[src/rtl/activation_reuse_buffer.sv]
// Two-entry activation buffer: each accepted word is presented to the PE array
// reuse_count times (0 treated as 1) before it is popped.
module activation_reuse_buffer #(
  parameter int unsigned IO_DATA_WIDTH = 8,
  parameter int unsigned MEM_BW        = 128,
  parameter int unsigned CNT_WIDTH     = 8
) (
  input  logic                                              clk,
  input  logic                                              arst_n_in,
  input  logic [(MEM_BW/IO_DATA_WIDTH)*IO_DATA_WIDTH-1:0]   act_in,
  input  logic                                              act_in_valid,
  output logic                                              act_in_ready,
  input  logic [CNT_WIDTH-1:0]                              reuse_count,
  input  logic                                              flush,
  output logic [(MEM_BW/IO_DATA_WIDTH)*IO_DATA_WIDTH-1:0]   act_out,
  output logic                                              act_out_valid,
  input  logic                                              act_out_ready,
  output logic                                              act_out_last,
  output logic [1:0]                                        occupancy
);

  localparam int unsigned LANES = MEM_BW / IO_DATA_WIDTH;
  localparam int unsigned DW    = LANES * IO_DATA_WIDTH;

  logic [DW-1:0]        data_q  [2];
  logic [CNT_WIDTH-1:0] reuse_q [2];
  logic                 wr_ptr_q, wr_ptr_d;
  logic                 rd_ptr_q, rd_ptr_d;
  logic [1:0]           occ_q, occ_d;
  logic [CNT_WIDTH-1:0] use_q, use_d;

  logic                 push, adv, pop;
  logic [CNT_WIDTH-1:0] reuse_wr;
  logic [CNT_WIDTH-1:0] head_reuse;

  // Outputs depend only on registered state.
  always_comb begin
    head_reuse    = reuse_q[rd_ptr_q];
    act_out_valid = (occ_q != 2'd0);
    act_out       = act_out_valid ? data_q[rd_ptr_q] : '0;
    act_out_last  = act_out_valid && (use_q == CNT_WIDTH'(head_reuse - CNT_WIDTH'(1)));
    act_in_ready  = (occ_q != 2'd2);
    occupancy     = occ_q;
  end

  // Next-state for pointers, occupancy and the per-word presentation counter.
  always_comb begin
    push     = act_in_valid && act_in_ready && !flush;
    adv      = act_out_valid && act_out_ready && !flush;
    pop      = adv && act_out_last;
    reuse_wr = (reuse_count == '0) ? CNT_WIDTH'(1) : reuse_count;

    wr_ptr_d = wr_ptr_q;
    rd_ptr_d = rd_ptr_q;
    occ_d    = occ_q;
    use_d    = use_q;

    if (push) wr_ptr_d = ~wr_ptr_q;
    if (pop)  rd_ptr_d = ~rd_ptr_q;

    if (push && !pop)      occ_d = 2'(occ_q + 2'd1);
    else if (pop && !push) occ_d = 2'(occ_q - 2'd1);

    if (adv) use_d = pop ? '0 : CNT_WIDTH'(use_q + CNT_WIDTH'(1));

    if (flush) begin
      wr_ptr_d = 1'b0;
      rd_ptr_d = 1'b0;
      occ_d    = 2'd0;
      use_d    = '0;
    end
  end

  always_ff @(posedge clk or negedge arst_n_in) begin
    if (!arst_n_in) begin
      wr_ptr_q <= 1'b0;
      rd_ptr_q <= 1'b0;
      occ_q    <= 2'd0;
      use_q    <= '0;
    end else begin
      wr_ptr_q <= wr_ptr_d;
      rd_ptr_q <= rd_ptr_d;
      occ_q    <= occ_d;
      use_q    <= use_d;
    end
  end

  // Payload storage needs no reset: it is only observed when occupancy > 0.
  always_ff @(posedge clk) begin
    if (push) begin
      data_q[wr_ptr_q]  <= act_in;
      reuse_q[wr_ptr_q] <= reuse_wr;
    end
  end

endmodule

[config.mk]
export PLATFORM = sky130hd
export DESIGN_NAME = activation_reuse_buffer
export DESIGN_NICKNAME = d
export VERILOG_FILES = /design/src/rtl/activation_reuse_buffer.sv
export SDC_FILE = /design/constraint.sdc
export NUM_CORES = 1
export LEC_CHECK = 0
export CAP_MARGIN = 40
export CORE_MARGIN = 2
export CORE_UTILIZATION = 49
export CTS_CLUSTER_DIAMETER = 40
export CTS_CLUSTER_SIZE = 20
export DETAILED_ROUTE_END_ITERATION = 8
export GPL_TIMING_DRIVEN = 0
export PLACE_DENSITY = 0.86
export SETUP_SLACK_MARGIN = 0.15
export SLEW_MARGIN = 0
export SYNTH_ARGS = -nofsm -noshare
export SYNTH_HDL_FRONTEND = slang
export SYNTH_SLANG_ARGS = --single-unit
[constraint.sdc]
create_clock -name clk -period 12.6 [get_ports clk]
set_clock_uncertainty 0.1 [all_clocks]
set_input_delay 3.15 -clock clk [delete_from_list [all_inputs] [get_ports clk]]
set_output_delay 3.15 -clock clk [all_outputs]
set_load 0.02 [all_outputs]
==> impl_results.md <==
* Port Buffer Count at 272
* Worst vdd ir at between 0.0001 and 0.00015 V
* Leading area contributor after synthesis: edfxtp_1
* Root Driver: clkbuf_16
* Synth Net Count at 821
* F_max at 121.8 MHz
* Hold path startpoint: use_q[1]
* FF-to-FF setup slack at 8.15 ns
* Fin. max-slew vios at 0
* Clock-pin slew on the worst setup and hold paths at 0.05 ns
* Max-cap violations at 0
* Post-synthesis sequential area ratio at 0.7599
* Vias per inst at 5.218
* Fraction of layout instances using a drive strength above 1 at 0.09363
* Pwr dens at 153.0 mW/mm^2
* Fin crit period at 8.208 ns
* Top_reg_cell synth: edfxtp_1
* Post-DR wirelength/cell at 19.63 microns
* R2R Path End: rd_ptr_q
* Hpwl dp at about 18000 microns
* Worst hold-check path type: reg -> reg
* Most frequent cell after synthesis: edfxtp_1
* Hold Worst Slack at 0.5024 ns
* Post-synth EDFFs at approximately 270
* Unique cell type count in the Yosys netlist at 42
* Routed WL at 25950 microns
* CP bufs+invs at 5
* Die height at between 150 and 200 microns
* Outcome: completed
* Total Routing Usage GR at 0.2158
* Hold path cells at 2
* Drt pass-1 iters at 5
* Critical path's top delay family: buffers and inverters
* Routed via count at 6898
* RSZ-0062 raised after global routing: no
* Worst Hold Path EP: use_q[1]
* GP Congestion at 0.8264
* Core area at 0.02250 sq mm
* Leading post-synthesis cells by cell area: edfxtp_1 73%, mux2i_1 12%, nor2_1 4.5%, dfrtp_1 2.7%, clkbuf_1 0.91%
* Post-synth ARST share at 0.04225
* Combinational power share at 0.109
* Crit path kind: reg -> out
* Leakage at ~5 nW
* Largest net degree at the start of global routing at 19
* Worst path max stage delay at 0.68 ns
* Avg Cell Area, Syn at 16.44 sq um
* First DRT Iteration DRCs at 391
* Antenna Nets Post-Route at 0
* Full die area at 0.02396 sq mm
* Post-cts resize count at 0
* Residual DRC at 0
* Die Wd at 154.8 microns
* Starting Density at 0.4952
* Switch share at 0.2259
* Nets at 1152
* Warnings, synthesis at 0
* Post-synth top cells: 272 x edfxtp_1, 135 x mux2i_1, 133 x nor2_1
* Worst-Skew Late Latency at roughly 0.50 ns
* Period utilisation layout at 0.6514
* I/O pins at 274
* Crit start category: flip-flop
* # hold bufs at CTS at 0
* CTS H-tree depth at 2
* Synth Cell Area at about 0.011 sq mm
* CP max-delay cell: clkdlybuf4s50_1
* Cell chain of the critical path: buf_6, buf_6, clkbuf_1, buf_1, mux2i_1, ha_1, xor2_1, xnor2_1, nor4_1, nand3_1, nor3_2, clkdlybuf4s50_1
* Number of synthesized register bits at 284
* Worst Path Arrival at 4.96 ns
* Share of Yosys cell area claimed by the top area cell type at 0.7330
* RR Startpoint: rd_ptr_q
* Int Power at 0.001879 W
* CTS tree: yes
* Critical Path Sink Type: output port
* Setup Buffers After CTS at 0
* Syn-to-layout area delta at 42.37%
* Endpoints failing setup at 0
* FF-to-FF path depth at 13
* Clk pwr share at 0.441
* CTS buffer count at 38
* Setup TNS at 0 ns
* Worst-margin pin slew at 0.8654 ns
* Reg power frac at 0.450
* Tot Pwr at 0.002428 W
* Final Hold Fails at 0
* Initial antenna violation count at 2
* Worst Setup Slack post-DPL at 4.916 ns
* Worst setup margin at 4.392 ns
* Max_slew headroom at 0.4231
* Cell count after synthesis at 678
* Most frequent CP cell: buf_6
* CP required at 9.35 ns
* Clock buffer depth at 3
* Fin util at 0.7050
* TritonCTS Sinks at 284
* Vias in the first global route at about 7400
* Worst-path maximum fanout at 10
* Total grt overflow at 0
* Psw at 0.0005484 W
* First-pass GRT wire length at 39470 microns
* Core Rows at 55
tightest hold or removal path, cell delays in order (launching register included):
cell and delay (ns):
dfrtp_1 0.43, nand2_1 0.08, a21oi_1 0.06
state kept, by name, indices dropped and copies added (netlist names):
register and flops:
reuse_q 16, rd_ptr_q 1, use_q 8, data_q 256, occupancy 2, wr_ptr_q 1
final cells by class:
cell class              count  area (sq um)
flip-flops and latches    284          8468
clock inverters            27         305.3
inverters                   5         18.77
clock buffers              40         979.7
diodes                      1         2.502
multi-input cells         350          2517
repair buffers            291          3054
fillers                  1417          6639
well taps                 285         356.6
plain buffers              39         161.4
how the worst max path moves through the flow:
stage                            start       endpoint  slack, ns  depth (start not counted)
final                         rd_ptr_q   act_out_last       4.39                         12
after global routing          rd_ptr_q   act_out_last       3.97                         12
after CTS                     rd_ptr_q   act_out_last       4.35                         12
after detailed placement      rd_ptr_q   act_out_last       4.92                         12
after global placement    act_in_valid  data_q[1][52]       0.07                          3
after floorplan                  flush   data_q[0][0]       3.14                          3
through the flow:
| stage | instances | cell area (sq um) |
|---|---|---|
| 2_1_floorplan | 678 | 11150 |
| 3_3_place_gp | 1235 | 14230 |
| 3_5_place_dp | 1254 | 14580 |
| 4_1_cts | 1321 | 15860 |
| 5_1_grt | 1322 | 15860 |
| 6_report | 1322 | 15860 |
power by group through the flow:
stage	clock network, W	logic, W	registers [W]
after floorplan	0	0.000107	0.00112
after global placement	0	0.000244	0.00112
after detailed placement	0	0.000264	0.00111
after CTS	0.00109	0.000267	0.00109
after global routing	0.00113	0.000281	0.00109
final	0.00107	0.000264	0.00109
layout by cell type, fill, tap and decap left out, drive strengths merged, types with 2 or more instances in the layout:
cell type / count
a21o: 2
a21oi: 3
a31oi: 3
buf: 31
bufinv: 5
clkbuf: 67
clkdlybuf4s50: 272
clkinv: 12
clkinvlp: 4
dfrtp: 12
edfxtp: 272
ha: 2
inv: 11
mux2i: 135
nand2: 9
nand3: 3
nand3b: 2
nor2: 133
nor3: 10
nor3b: 2
nor4: 4
nor4b: 4
o211ai: 2
o21ai: 3
or3: 4
xnor2: 10
xor2: 7
logic make-up (layout without fill, tap and decap cells):
family                     Yosys count  in the layout  synth area share
AOI/OAI and AO/OA                   17             17           0.01044
DFF                                284            284            0.7599
xor gates and xnor gates            17             17           0.01404
muxes                              136            136            0.1223
buffers and inverters               44            402           0.01617
adders and majority gates            2              2          0.002245
other                                0              1                 0
and+or+nand+nor                    178            178           0.07489
layer usage:
metal | routed length, microns | vias to the layer above | global-route usage
li1 | - | 3205 | -
met1 | 9459 | 3348 | 0.2426
met2 | 13590 | 281 | 0.3807
met3 | 2019 | 62 | 0.07005
met4 | 866 | 2 | 0.08774
met5 | 13 | - | 0
Power figures use the tool's default switching activity.
